File: src/rtl/forward_history_unit_pkg.sv
// Shared widths and entry/slot types for the forward history unit.
// The history slot carries its own enable so an idle cycle still ages the pipe.
package hash_pkg;
    localparam int DATA_WIDTH       = 4;
    localparam int KEY_WIDTH        = 2;
    localparam int HASH_ADR_WIDTH   = 2;
    localparam int NUMBER_OF_TABLES = 4;

    typedef struct packed {
        logic [KEY_WIDTH-1:0]  key;
        logic [DATA_WIDTH-1:0] data;
        logic                  valid;
    } entry_t;

    typedef struct packed {
        logic                      en;
        logic [HASH_ADR_WIDTH-1:0] adr;
        entry_t                    entry;
    } slot_t;
endpackage

File: src/rtl/forward_history_unit_if.sv
// Read-result, write-commit and corrected-entry bundle for all tables.
interface forward_history_unit_if;
    import hash_pkg::*;

    logic [NUMBER_OF_TABLES-1:0][HASH_ADR_WIDTH-1:0] rd_hash_adr_i;
    logic [NUMBER_OF_TABLES-1:0][KEY_WIDTH-1:0]      rd_key_i;
    logic [NUMBER_OF_TABLES-1:0][DATA_WIDTH-1:0]     rd_data_i;
    logic [NUMBER_OF_TABLES-1:0]                     rd_is_valid_i;
    logic [NUMBER_OF_TABLES-1:0]                     rd_req_i;
    logic [NUMBER_OF_TABLES-1:0]                     wr_en_i;
    logic [NUMBER_OF_TABLES-1:0][HASH_ADR_WIDTH-1:0] wr_hash_adr_i;
    logic [NUMBER_OF_TABLES-1:0][KEY_WIDTH-1:0]      wr_key_i;
    logic [NUMBER_OF_TABLES-1:0][DATA_WIDTH-1:0]     wr_data_i;
    logic [NUMBER_OF_TABLES-1:0]                     wr_is_valid_i;
    logic [NUMBER_OF_TABLES-1:0][KEY_WIDTH-1:0]      correct_key;
    logic [NUMBER_OF_TABLES-1:0][DATA_WIDTH-1:0]     correct_data;
    logic [NUMBER_OF_TABLES-1:0]                     correct_is_valid;
    logic [NUMBER_OF_TABLES-1:0]                     correct_req;
    logic [NUMBER_OF_TABLES-1:0]                     forward_hit;

    modport slave (
        input  rd_hash_adr_i, rd_key_i, rd_data_i, rd_is_valid_i, rd_req_i,
        input  wr_en_i, wr_hash_adr_i, wr_key_i, wr_data_i, wr_is_valid_i,
        output correct_key, correct_data, correct_is_valid, correct_req, forward_hit
    );
    modport master (
        output rd_hash_adr_i, rd_key_i, rd_data_i, rd_is_valid_i, rd_req_i,
        output wr_en_i, wr_hash_adr_i, wr_key_i, wr_data_i, wr_is_valid_i,
        input  correct_key, correct_data, correct_is_valid, correct_req, forward_hit
    );
endinterface

File: src/rtl/forward_history_unit_channel.sv
// One table's write history plus youngest-wins match against the incoming read.
module forward_history_channel
    import hash_pkg::*;
#(
    parameter int FORWARD_DEPTH  = 2,
    parameter bit BYPASS_CURRENT = 1'b1
) (
    input  logic                      clk,
    input  logic                      reset,
    input  logic                      clk_en,
    input  logic [HASH_ADR_WIDTH-1:0] rd_adr_i,
    input  logic [KEY_WIDTH-1:0]      rd_key_i,
    input  logic [DATA_WIDTH-1:0]     rd_data_i,
    input  logic                      rd_valid_i,
    input  logic                      wr_en_i,
    input  logic [HASH_ADR_WIDTH-1:0] wr_adr_i,
    input  logic [KEY_WIDTH-1:0]      wr_key_i,
    input  logic [DATA_WIDTH-1:0]     wr_data_i,
    input  logic                      wr_valid_i,
    output entry_t                    sel_o,
    output logic                      match_o
);
    entry_t rd_entry, wr_entry, hist_entry;
    logic   hist_hit;

    assign rd_entry = '{key: rd_key_i, data: rd_data_i, valid: rd_valid_i};
    assign wr_entry = '{key: wr_key_i, data: wr_data_i, valid: wr_valid_i};

    if (FORWARD_DEPTH > 0) begin : g_hist
        slot_t hist_q [FORWARD_DEPTH];
        slot_t slot_d;

        assign slot_d = '{en: wr_en_i, adr: wr_adr_i, entry: wr_entry};

        always_ff @(posedge clk or posedge reset) begin
            if (reset) begin
                for (int k = 0; k < FORWARD_DEPTH; k++) hist_q[k] <= '0;
            end else if (clk_en) begin
                hist_q[0] <= slot_d;
                for (int k = 1; k < FORWARD_DEPTH; k++) hist_q[k] <= hist_q[k-1];
            end
        end

        // Walk oldest to youngest so the youngest matching slot overrides.
        always_comb begin
            hist_hit   = 1'b0;
            hist_entry = rd_entry;
            for (int k = FORWARD_DEPTH - 1; k >= 0; k--) begin
                if (hist_q[k].en && hist_q[k].adr == rd_adr_i) begin
                    hist_hit   = 1'b1;
                    hist_entry = hist_q[k].entry;
                end
            end
        end
    end else begin : g_nohist
        assign hist_hit   = 1'b0;
        assign hist_entry = rd_entry;
    end

    always_comb begin
        match_o = hist_hit;
        sel_o   = hist_entry;
        if (BYPASS_CURRENT && wr_en_i && wr_adr_i == rd_adr_i) begin
            match_o = 1'b1;
            sel_o   = wr_entry;
        end
    end
endmodule

File: src/rtl/forward_history_unit.sv
// Per-table stale-read correction: history channels feeding one registered output stage.
module forward_history_unit
    import hash_pkg::*;
#(
    parameter int FORWARD_DEPTH  = 2,
    parameter bit BYPASS_CURRENT = 1'b1
) (
    input  logic                   clk,
    input  logic                   reset,
    input  logic                   clk_en,
    forward_history_unit_if.slave  bus
);
    entry_t [NUMBER_OF_TABLES-1:0] sel_d;
    logic   [NUMBER_OF_TABLES-1:0] match_d;

    logic [NUMBER_OF_TABLES-1:0][KEY_WIDTH-1:0]  key_q;
    logic [NUMBER_OF_TABLES-1:0][DATA_WIDTH-1:0] data_q;
    logic [NUMBER_OF_TABLES-1:0]                 valid_q, req_q, hit_q;

    for (genvar t = 0; t < NUMBER_OF_TABLES; t++) begin : g_tbl
        forward_history_channel #(
            .FORWARD_DEPTH (FORWARD_DEPTH),
            .BYPASS_CURRENT(BYPASS_CURRENT)
        ) u_chan (
            .clk       (clk),
            .reset     (reset),
            .clk_en    (clk_en),
            .rd_adr_i  (bus.rd_hash_adr_i[t]),
            .rd_key_i  (bus.rd_key_i[t]),
            .rd_data_i (bus.rd_data_i[t]),
            .rd_valid_i(bus.rd_is_valid_i[t]),
            .wr_en_i   (bus.wr_en_i[t]),
            .wr_adr_i  (bus.wr_hash_adr_i[t]),
            .wr_key_i  (bus.wr_key_i[t]),
            .wr_data_i (bus.wr_data_i[t]),
            .wr_valid_i(bus.wr_is_valid_i[t]),
            .sel_o     (sel_d[t]),
            .match_o   (match_d[t])
        );
    end

    // Data always updates; only the hit flag is qualified by the request.
    always_ff @(posedge clk or posedge reset) begin
        if (reset) begin
            key_q   <= '0;
            data_q  <= '0;
            valid_q <= '0;
            req_q   <= '0;
            hit_q   <= '0;
        end else if (clk_en) begin
            for (int t = 0; t < NUMBER_OF_TABLES; t++) begin
                key_q[t]   <= sel_d[t].key;
                data_q[t]  <= sel_d[t].data;
                valid_q[t] <= sel_d[t].valid;
            end
            req_q <= bus.rd_req_i;
            hit_q <= match_d & bus.rd_req_i;
        end
    end

    assign bus.correct_key      = key_q;
    assign bus.correct_data     = data_q;
    assign bus.correct_is_valid = valid_q;
    assign bus.correct_req      = req_q;
    assign bus.forward_hit      = hit_q;
endmodule

File: src/flat_wrapper.sv
// flat-port wrapper written by rule: the top's interface ports become plain ports
module forward_history_unit_flat import hash_pkg::*;
#(
    parameter int FORWARD_DEPTH  = 2,
    parameter bit BYPASS_CURRENT = 1'b1
)
  (clk, reset, clk_en, bus_rd_hash_adr_i, bus_rd_key_i, bus_rd_data_i, bus_rd_is_valid_i, bus_rd_req_i, bus_wr_en_i, bus_wr_hash_adr_i, bus_wr_key_i, bus_wr_data_i, bus_wr_is_valid_i, bus_correct_key, bus_correct_data, bus_correct_is_valid, bus_correct_req, bus_forward_hit);
  forward_history_unit_if bus_i ();
  input  logic clk;
  input  logic reset;
  input  logic clk_en;
  input wire logic [$bits(bus_i.rd_hash_adr_i)-1:0] bus_rd_hash_adr_i;
  input wire logic [$bits(bus_i.rd_key_i)-1:0] bus_rd_key_i;
  input wire logic [$bits(bus_i.rd_data_i)-1:0] bus_rd_data_i;
  input wire logic [$bits(bus_i.rd_is_valid_i)-1:0] bus_rd_is_valid_i;
  input wire logic [$bits(bus_i.rd_req_i)-1:0] bus_rd_req_i;
  input wire logic [$bits(bus_i.wr_en_i)-1:0] bus_wr_en_i;
  input wire logic [$bits(bus_i.wr_hash_adr_i)-1:0] bus_wr_hash_adr_i;
  input wire logic [$bits(bus_i.wr_key_i)-1:0] bus_wr_key_i;
  input wire logic [$bits(bus_i.wr_data_i)-1:0] bus_wr_data_i;
  input wire logic [$bits(bus_i.wr_is_valid_i)-1:0] bus_wr_is_valid_i;
  output wire logic [$bits(bus_i.correct_key)-1:0] bus_correct_key;
  output wire logic [$bits(bus_i.correct_data)-1:0] bus_correct_data;
  output wire logic [$bits(bus_i.correct_is_valid)-1:0] bus_correct_is_valid;
  output wire logic [$bits(bus_i.correct_req)-1:0] bus_correct_req;
  output wire logic [$bits(bus_i.forward_hit)-1:0] bus_forward_hit;
  assign bus_i.rd_hash_adr_i = bus_rd_hash_adr_i;
  assign bus_i.rd_key_i = bus_rd_key_i;
  assign bus_i.rd_data_i = bus_rd_data_i;
  assign bus_i.rd_is_valid_i = bus_rd_is_valid_i;
  assign bus_i.rd_req_i = bus_rd_req_i;
  assign bus_i.wr_en_i = bus_wr_en_i;
  assign bus_i.wr_hash_adr_i = bus_wr_hash_adr_i;
  assign bus_i.wr_key_i = bus_wr_key_i;
  assign bus_i.wr_data_i = bus_wr_data_i;
  assign bus_i.wr_is_valid_i = bus_wr_is_valid_i;
  assign bus_correct_key = bus_i.correct_key;
  assign bus_correct_data = bus_i.correct_data;
  assign bus_correct_is_valid = bus_i.correct_is_valid;
  assign bus_correct_req = bus_i.correct_req;
  assign bus_forward_hit = bus_i.forward_hit;
  forward_history_unit #(.FORWARD_DEPTH(FORWARD_DEPTH), .BYPASS_CURRENT(BYPASS_CURRENT)) u_core (.clk(clk), .reset(reset), .clk_en(clk_en), .bus(bus_i));
endmodule
File: config.mk
export PLATFORM = sky130hd
export DESIGN_NAME = forward_history_unit_flat
export DESIGN_NICKNAME = d
export VERILOG_FILES = /design/src/rtl/forward_history_unit_pkg.sv /design/src/rtl/forward_history_unit_if.sv /design/src/rtl/forward_history_unit_channel.sv /design/src/rtl/forward_history_unit.sv /design/src/flat_wrapper.sv
export SDC_FILE = /design/constraint.sdc
export NUM_CORES = 1
export LEC_CHECK = 0
export ABC_AREA = 1
export CAP_MARGIN = 25
export CORE_ASPECT_RATIO = 1.4
export CORE_UTILIZATION = 47
export CTS_BUF_LIST = sky130_fd_sc_hd__clkbuf_4 sky130_fd_sc_hd__clkbuf_8 sky130_fd_sc_hd__clkbuf_16
export DETAILED_ROUTE_END_ITERATION = 12
export GPL_TIMING_DRIVEN = 0
export PLACE_DENSITY = 0.76
export RECOVER_POWER = 100
export SETUP_SLACK_MARGIN = 0.5
export SYNTH_ARGS = -nofsm -noshare
export SYNTH_HDL_FRONTEND = slang
export SYNTH_HIERARCHICAL = 1
export SYNTH_SLANG_ARGS = --single-unit
File: constraint.sdc
create_clock -name clk -period 1.28 [get_ports clk]
set_input_delay 0.32 -clock clk [delete_from_list [all_inputs] [get_ports clk]]
set_output_delay 0.32 -clock clk [all_outputs]
set_load 0.01 [all_outputs]
==> flow_summary.json <==
{
  "outcome": "complete, but fails checks",
  "violations": "setup timing",
  "grt_pass1_wl_mm": 27.7,
  "antenna_cells": 0,
  "clkLatencyLatePin_ps": 410,
  "fin_crit_ps": 1380,
  "crit_fanout": 9,
  "holdBufCountCts": 0,
  "wl_per_cell_um": 15.6,
  "synthTopCellsByArea": "dfrtp_1, nand2_1, nand3_1",
  "die_area_um2": 13600,
  "avgSynthCellArea_um2": 7.59,
  "finalSetupViolCount": 29,
  "firstDrtPassIters": 5,
  "fmax_ghz": 0.725,
  "synth_commonest_cells": "nand2_1, dfrtp_1, nand3_1",
  "floorplan.initialDensity_pct": 48.1,
  "hp-class": "in2reg",
  "io_buffer_count": 117,
  "dp.cells": 1083,
  "gr-total-overflow": 0,
  "clock-root-buffer": "clkbuf_16",
  "syn_inst": 813,
  "rows": 49,
  "syn2layout_area_growth_pct": 48.5,
  "timing.final.crit_share_pct": 108,
  "core_area_um2": 12800,
  "drtIter0Drc": 349,
  "maxSlewViolCount": 0,
  "nNetsFinal": 1089,
  "drc": 0,
  "fillers": 952,
  "ant_nets": 0,
  "gp_congestion": 0.841,
  "synth_top_family_by_area": "simple AND/OR/NAND/NOR gates",
  "synth_fa_ha_area_share_pct": 0,
  "ios": 119,
  "synth_compound_area_share_pct": 7.06,
  "fin_ws_ps": -100,
  "finalClockSkew_ps": 9.60,
  "cellPowerDensity_nw_per_um2": 1390,
  "worst_slew_pin_slew_ps": 973,
  "cts_buffer_depth": 2,
  "start_kind": "input port",
  "syn_area_um2": 6170,
  "final_core_util_pct": 71.5,
  "post_synth_mux_area_share_pct": 0,
  "die_h_um": 138,
  "cp.arrival_ps": 1730,
  "yosysSeqAreaShare_pct": 47.1,
  "htreeDepth": 4,
  "hold_slack_ps": 196,
  "track_usage_pct": 26.6,
  "p_leak_uw": 0.00460,
  "yosys.area.top_type": "dfrtp_1",
  "synth-xor-area-share_pct": 1.62,
  "avgViaCountPerCell": 5.20,
  "synth-seq-cells": 116,
  "endpoint_kind": "register",
  "ys_warn_count": 6,
  "cap_violations": 0,
  "die_w_um": 98.8,
  "grt_pass1_vias": 5745,
  "grt_start_max_net_pins": 21,
  "synth_most_common_cell": "nand2_1",
  "ir_worst_vdd_v": 0.000907,
  "synth_flop_cell": "dfrtp_1",
  "synth-simple-area-share_pct": 36.0,
  "cts_buffers": 17,
  "slew_headroom_pct": 34.8,
  "antenna_found_initial": 0,
  "hpwl_mm": 11.4,
  "drive_above_1_share_pct": 32.6,
  "worstSetupPathType": "in2reg",
  "synth_top_area_share_pct": 47.1,
  "synth_cell_types": 21,
  "synth_nets": 896,
  "routed_wl_mm": 18.3,
  "async_flop_share_pct": 100,
  "place_ws_ps": -667,
  "clock_sinks": 116,
  "crit_required_ps": 1630,
  "via_count": 6094,
  "finalHoldViolCount": 0,
  "rsz0062_at_grt": "yes",
  "instances_no_fill": 1172,
  "cts_tree": "yes",
  "cts.reportedPaths.clkPinSlew_ps": 50,
  "synth_edf_count": 0
}
path summary, 6_finish.rpt:
| kind | startpoint | end | slack, ps | cells after the start |
|---|---|---|---|---|
| max | bus_wr_hash_adr_i[2] | u_core/bus.correct_key[3] | -100 | 8 |
| min | clk_en | u_core/bus.correct_req[1] | 200 | 3 |
| max reg2reg | u_core/g_tbl[3].u_chan/g_hist.hist_q[17] | u_core/bus.correct_data[12] | -90 | 11 |
| min reg2reg | u_core/bus.correct_data[14] | u_core/bus.correct_data[14] | 480 | 2 |
| max in group asynchronous | reset | u_core/g_tbl[1].u_chan/g_hist.hist_q[18] | 380 | 2 |
| min in group asynchronous | reset | u_core/g_tbl[3].u_chan/g_hist.hist_q[8] | 230 | 2 |
logic make-up (layout without fill, tap and decap cells):
group,after synthesis,count (layout)
simple gates,484,484
buf+inv,121,327
flops,116,116
compound gates,84,84
xor+xnor,8,8
through the flow:
stage	setup TNS, ps	instance area (um^2)	total power [uW]
2_1_floorplan	0	6260	5900
3_3_place_gp	-50090	7620	6940
3_5_place_dp	-52890	7620	6990
4_1_cts	-217	8750	12400
5_1_grt	-3810	9160	13200
6_report	-1470	9160	12700
power by group:
part,total (uW),internal [uW],switching (uW)
registers,4400,4120,285
clock network,5090,3440,1650
logic,3210,1460,1750
layer usage:
layer  vias to the layer above  part of all wire, %  routed length (um)  global-route usage (%)
met5                         -                    0                   0                       0
met2                       270                   53                9700                    48.0
met3                        32                  6.7                1230                    5.58
met1                      2865                   39                7070                    31.1
met4                         0                  1.7                 313                    9.37
li1                       2927                    -                   -                       -
placed cells by master, fill, tap and decap left out, types with 37 or more instances in the layout:
master / n
nand3_1: 43
dfrtp_1: 113
clkdlybuf4s50_1: 70
nor2_1: 40
nand2_1: 261
buf_4: 38
inv_1: 65
nand3_2: 47
o21ai_0: 37
nand2_2: 54
what timing repair did:
action | in CTS | in global routing
gates cloned | 2 | 0
hold endpoints to repair | 0 | 0
gates resized for setup | 243 | 90
pin swaps | 63 | 67
buffers inserted | 37 | 18
setup endpoints to repair | 184 | 76
critical path, cell delays in order:
cell	delay [ps]
dlygate4sd3_1	600
xnor2_2	200
nand3_4	170
inv_2	180
nand2_1	70
nand2_1	70
nand2_1	50
nand2_1	60
area by class of cell:
class,count,area (um^2),share of cell area [%]
Multi-Input combinational cell,576,3290,36.0
Inverter,98,392,4.27
Clock buffer,22,482,5.26
Clock inverter,10,153,1.67
Tap cell,153,191,2.09
Buffer,23,163,1.78
Sequential cell,116,2910,31.7
Timing Repair inverter,2,10.0,0.109
Timing Repair Buffer,172,1570,17.1
sequential cells by signal, summed over array words and instances, names as in the netlist:
register and cells:
u_core/g_tbl.u_chan/g_hist.hist_q 80, u_core/bus.correct_data 16, u_core/bus.correct_key 8, u_core/bus.correct_is_valid 4, u_core/bus.correct_req 4, u_core/bus.forward_hit 4
No activity file was read; power rests on OpenSTA's default activity.
==> patch 1: new RTL, same settings <==
`BYPASS_CURRENT` is set to 1'b1 in 3 places; all go to 1'b0.
--- a/src/rtl/forward_history_unit_channel.sv
+++ b/src/rtl/forward_history_unit_channel.sv
@@ -3,7 +3,7 @@
     import hash_pkg::*;
 #(
     parameter int FORWARD_DEPTH  = 2,
-    parameter bit BYPASS_CURRENT = 1'b1
+    parameter bit BYPASS_CURRENT = 1'b0
 ) (
     input  logic                      clk,
     input  logic                      reset,
--- a/src/rtl/forward_history_unit.sv
+++ b/src/rtl/forward_history_unit.sv
@@ -3,7 +3,7 @@
     import hash_pkg::*;
 #(
     parameter int FORWARD_DEPTH  = 2,
-    parameter bit BYPASS_CURRENT = 1'b1
+    parameter bit BYPASS_CURRENT = 1'b0
 ) (
     input  logic                   clk,
     input  logic                   reset,
--- a/src/flat_wrapper.sv
+++ b/src/flat_wrapper.sv
@@ -2,7 +2,7 @@
 module forward_history_unit_flat import hash_pkg::*;
 #(
     parameter int FORWARD_DEPTH  = 2,
-    parameter bit BYPASS_CURRENT = 1'b1
+    parameter bit BYPASS_CURRENT = 1'b0
 )
   (clk, reset, clk_en, bus_rd_hash_adr_i, bus_rd_key_i, bus_rd_data_i, bus_rd_is_valid_i, bus_rd_req_i, bus_wr_en_i, bus_wr_hash_adr_i, bus_wr_key_i, bus_wr_data_i, bus_wr_is_valid_i, bus_correct_key, bus_correct_data, bus_correct_is_valid, bus_correct_req, bus_forward_hit);
   forward_history_unit_if bus_i ();
Function: changed (a bounded check fails within 4 cycles, from zero or initial values and one cycle with reset high).
==> patch 1 against the unedited design <==
The flow still finishes with violations (setup timing). Sequential cell count unchanged. Core utilization is 2.0 points higher. Total power shrank 6.8%. Area after synthesis down 6.3%. First-iteration DRC count fell by 20%. Design area shrank 4.7%. Worst setup slack better by 57 ps. Routed wire length is 5.8% lower. Sequential power is essentially flat. Clock power shrank 9.0%. Critical endpoint is now u_core/bus.correct_data[9]$_DFFE_PP0P_.
==> patch 1: results <==
run_status:
  failed_checks: "setup timing"
  status: "finished with violations"
worst_setup_path:
  r2r-end: "u_core/bus.correct_data[9]$_DFFE_PP0P_"
  setup.worst_path.class: "reg2reg"
  critPathMaxFanout: 5
  cp.arrival_ps: 1680
  r2r_cells: 8
  cpPeakStageDelay_ps: 390
  startpoint: "u_core/g_tbl[2].u_chan/g_hist.hist_q[17]$_DFFE_PP0P_"
  slowest_stage: "dfrtp_1"
synth:
  synth_seq_area_share_pct: 50.2
  synthTopCellsByCount: "nand2_1 (214), dfrtp_1 (116), inv_1 (89)"
  ys_types: 20
  avgSynthCellArea_um2: 8.69
  synthTopCellsByArea: "dfrtp_1 (50%), nand2_1 (14%), nand3_1 (7.6%), mux2_2 (6.2%), inv_1 (5.8%)"
  synth.net_count: 748
place:
  hpwl_um: 10300
  numPortBuffers: 118
  placed_area_um2: 7310
  dp_cells: 931
  place_congestion: 0.817
  dp_slack_ps: -945
pwr:
  p_leak_nw: 4.27
  power.share.switching_pct: 29.5
  vdd_ir_drop_max_v: 0.000976
sta:
  setup_tns_ps: -166
  timing.final.ws_setup_ps: -43.3
  final-setup-viol-count: 6
  worst_pin_slew_ps: 955
  skew_ps: 10.9
clock_network:
  cts_root_buffer: "clkbuf_16"
  cts_resized: 315
  clk_pin_slew_ps: 60
  cts_max_level: 4
  cts_buffer_depth: 2
  postCtsSetupRepairBufs: 38
  clk_latency_ps: 410
drt:
  first_pass_iters: 4
  viasPerCell: 5.26
  met2RoutedLength_um: 9300
  wire_per_inst_um: 16.8
  drt-initial-drc-count: 280
  wl_met3_um: 1010
  met1_length_um: 6530
global_route:
  grtUsageTotal_pct: 28.0
  met1_usage_pct: 32.7
  use_met3_pct: 6.39
  grt_pass1_vias: 5602
  grt_pass1_wl_um: 27300
  use_met2_pct: 48.3
layout:
  fin_cells: 1028
  largest_reg_flops: 80
  drive_above_1_share_pct: 37.1
  top_register: "u_core/g_tbl.u_chan/g_hist.hist_q"
  fill_cells: 830
  final_nets: 951
worst_hold_path:
  hold_class: "in2async"
==> patch 1: cell count changes in the layout (fill, tap and decap cells not counted), sizes merged, moves of 7 or more <==
| cell | change |
|---|---|
| nor2 | -44 |
| mux2 | +32 |
| clkinvlp | +7 |
| nand2 | -88 |
| inv | -8 |
| clkbuf | +7 |
| a21oi | -36 |
==> patch 1: power by group through the flow <==
stage	clock [W]	sequential, W	combinational [W]
2_1_floorplan	0	0.00445	0.00120
3_3_place_gp	0	0.00442	0.00213
3_5_place_dp	0	0.00444	0.00219
4_1_cts	0.00469	0.00439	0.00261
5_1_grt	0.00489	0.00444	0.00303
6_report	0.00463	0.00440	0.00280
==> patch 1: cell type report <==
| class | instances | area, µm² | area share [%] |
|---|---|---|---|
| Multi-Input combinational cell | 440 | 2950 | 33.8 |
| Sequential cell | 116 | 2900 | 33.3 |
| Timing Repair Buffer | 182 | 1570 | 18.0 |
| Clock buffer | 19 | 447 | 5.12 |
| Inverter | 90 | 352 | 4.03 |
| Tap cell | 147 | 184 | 2.11 |
| Buffer | 19 | 179 | 2.05 |
| Clock inverter | 13 | 135 | 1.55 |
| Timing Repair inverter | 2 | 10.0 | 0.115 |
==> patch 1: how the worst min path moves through the flow <==
stage	start	end	slack, ps	depth (start not counted)
global route	reset	u_core/g_tbl[1].u_chan/g_hist.hist_q[10]$_DFFE_PP0P_	220	2
detailed placement	u_core/bus.correct_data[8]$_DFFE_PP0P_	u_core/bus.correct_data[8]$_DFFE_PP0P_	460	2
floorplan	reset	u_core/bus.correct_data[0]$_DFFE_PP0P_	270	1
global placement	u_core/bus.correct_data[10]$_DFFE_PP0P_	u_core/bus.correct_data[10]$_DFFE_PP0P_	450	2
finish	reset	u_core/g_tbl[1].u_chan/g_hist.hist_q[19]$_DFFE_PP0P_	210	2
CTS	reset	u_core/g_tbl[1].u_chan/g_hist.hist_q[9]$_DFFE_PP0P_	210	2
==> patch 1: cell families (layout without fill, tap and decap cells) <==
family	Yosys count	count (layout)	share of synthesized area (%)
XOR/XNOR	4	4	1.91
AO/OA/AOI/OAI	52	52	4.51
AND/OR/NAND/NOR	352	352	28.9
flip-flops	116	116	50.2
multiplexers	32	32	6.24
buffers and inverters	109	325	8.17
==> patch 1: worst max-delay path, delay by kind of cell (launching register included) <==
| family | cells | cell delay, ps |
|---|---|---|
| DFF | 1 | 390 |
| buffers and inverters | 2 | 270 |
| and+or+nand+nor | 6 | 590 |
==> patch 1: through the flow <==
stage / hold WS [ps] / utilization (%) / power [W]
2_1_floorplan: 273 / - / 0.00565
3_3_place_gp: 454 / 61.4 / 0.00654
3_5_place_dp: 458 / 61.6 / 0.00663
4_1_cts: 210 / 72.1 / 0.0117
5_1_grt: 219 / 73.5 / 0.0124
6_report: 206 / 73.5 / 0.0118
==> patch 2: new RTL, same settings <==
Without the edit above. Reset style: synchronous (`reset`), changed in 2 clocked blocks.
--- a/src/rtl/forward_history_unit_channel.sv
+++ b/src/rtl/forward_history_unit_channel.sv
@@ -32,7 +32,7 @@
 
         assign slot_d = '{en: wr_en_i, adr: wr_adr_i, entry: wr_entry};
 
-        always_ff @(posedge clk or posedge reset) begin
+        always_ff @(posedge clk) begin
             if (reset) begin
                 for (int k = 0; k < FORWARD_DEPTH; k++) hist_q[k] <= '0;
             end else if (clk_en) begin
--- a/src/rtl/forward_history_unit.sv
+++ b/src/rtl/forward_history_unit.sv
@@ -40,7 +40,7 @@
     end
 
     // Data always updates; only the hit flag is qualified by the request.
-    always_ff @(posedge clk or posedge reset) begin
+    always_ff @(posedge clk) begin
         if (reset) begin
             key_q   <= '0;
             data_q  <= '0;
Function: differs if reset is asserted again (counterexample within 4 cycles, from zero or initial values and one cycle with reset high); with reset held inactive, the same outputs for 4 cycles.
==> patch 2 against the unedited design <==
The run still ends with setup timing left. Design area decreased by 1.7%. Sequential cell count unchanged. Maximum frequency decreased by 5.1%. Non-clock buffer count decreased by 26. Area after synthesis increased by 1.5%. Routed wire length decreased by 8.0%. Total power decreased by 12%. Hold slack improved by 280 ps. Worst setup slack got worse by 74 ps. Core utilization decreased by 1.9 points. First-iteration DRC count decreased by 23%. Critical path depth decreased by 1. Largest power group unchanged.
==> patch 2: results <==
run_status:
  status: "finished with violations"
  failed_checks: "setup timing"
drt:
  met1_length_um: 6530
  drt-initial-drc-count: 270
  wl_met3_um: 1010
  vias: 5665
synth:
  synthTopCellsByArea: "edfxtp_1 (38%), dfxtp_1 (12%), nand2_1 (10%), nor2_1 (8.4%), inv_1 (7.4%)"
  synthTopCellsByCount: "nand2_1 (174), nor2_1 (140), inv_1 (124)"
  synth.net_count: 855
  netlist_instances: 772
  synth_edf_count: 80
  ys_types: 25
  synth_seq_area_share_pct: 49.9
pwr:
  p_leak_nw: 4.14
  power.internal_w: 0.00824
sta:
  timing.final.ws_setup_ps: -174
  skew_ps: 8.27
  setup_tns_ps: -4770
  worst_pin_slew_ps: 821
  final-setup-viol-count: 67
layout:
  fin_area_um2: 9010
  multi_input_cells: 506
  final-clk-cell-share_pct: 6.53
  final_nets: 1031
  multi_input_area_um2: 2830
  seq_share_pct: 34.7
  fin_cells: 1139
  final-nonclk-buf-share_pct: 18.6
  inverters_excl_clock: 138
  clock_buffer_count: 24
worst_setup_path:
  critPathMaxFanout: 10
  cp.arrival_ps: 1600
  slowest_stage: "clkbuf_1"
  cpPeakStageDelay_ps: 440
place:
  numPortBuffers: 118
  place_congestion: 0.774
  dp_slack_ps: -921
  hpwl_um: 10600
  placed_area_um2: 7920
global_route:
  grtUsageTotal_pct: 24.6
  met1_usage_pct: 28.1
  use_met2_pct: 44.2
  grt_pass1_vias: 5294
clock_network:
  postCtsSetupRepairBufs: 15
  cts_resized: 275
## patch 2: cell count changes in the layout (fill, tap and decap cells not counted), moves of 30 or more
cell      before  now
a21oi_1       35    5
dfrtp_1      113    0
dfxtp_1        0   35
edfxtp_1       0   80
inv_1         65  102
nand2_1      261  169
nand2_2       54   11
nor2_1        40  127
## patch 2: power groups by stage
stage / Sequential (W) / Combinational (W) / Clock [W]
finish: 0.00445 / 0.00209 / 0.00465
global route: 0.00448 / 0.00227 / 0.00488
CTS: 0.00446 / 0.00203 / 0.00472
detailed placement: 0.00450 / 0.00182 / 0
global placement: 0.00449 / 0.00180 / 0
floorplan: 0.00452 / 0.00103 / 0
## patch 2: kinds of logic (layout without fill, tap and decap cells)
kind of cell / Yosys count / in the layout / synth area share [%]
compound gates: 44 / 44 / 4.04
xor+xnor: 8 / 8 / 1.60
buf+inv: 156 / 339 / 10.8
flops: 116 / 116 / 49.9
simple gates: 448 / 454 / 33.7
## patch 2: path summary, 6_finish.rpt
check | start | end | slack (ps) | cells past startpoint
max | reset | u_core/g_tbl[2].u_chan/g_hist.hist_q[0][0]$_SDFFCE_PN0P_ | -170 | 7
min | reset | u_core/bus.correct_req[1]$_SDFFE_PP0P_ | 470 | 4
max reg2reg | u_core/g_tbl[2].u_chan/g_hist.hist_q[0][7]$_SDFFCE_PN0P_ | u_core/bus.correct_key[5]$_SDFFE_PP0P_ | -150 | 9
min reg2reg | u_core/bus.forward_hit[0]$_SDFFE_PP0P_ | u_core/bus.forward_hit[0]$_SDFFE_PP0P_ | 480 | 2
## patch 2: worst max-delay path, delay by kind of cell
family | cells | cell delay, ps
buffers and inverters | 5 | 1070
and+or+nand+nor | 2 | 210
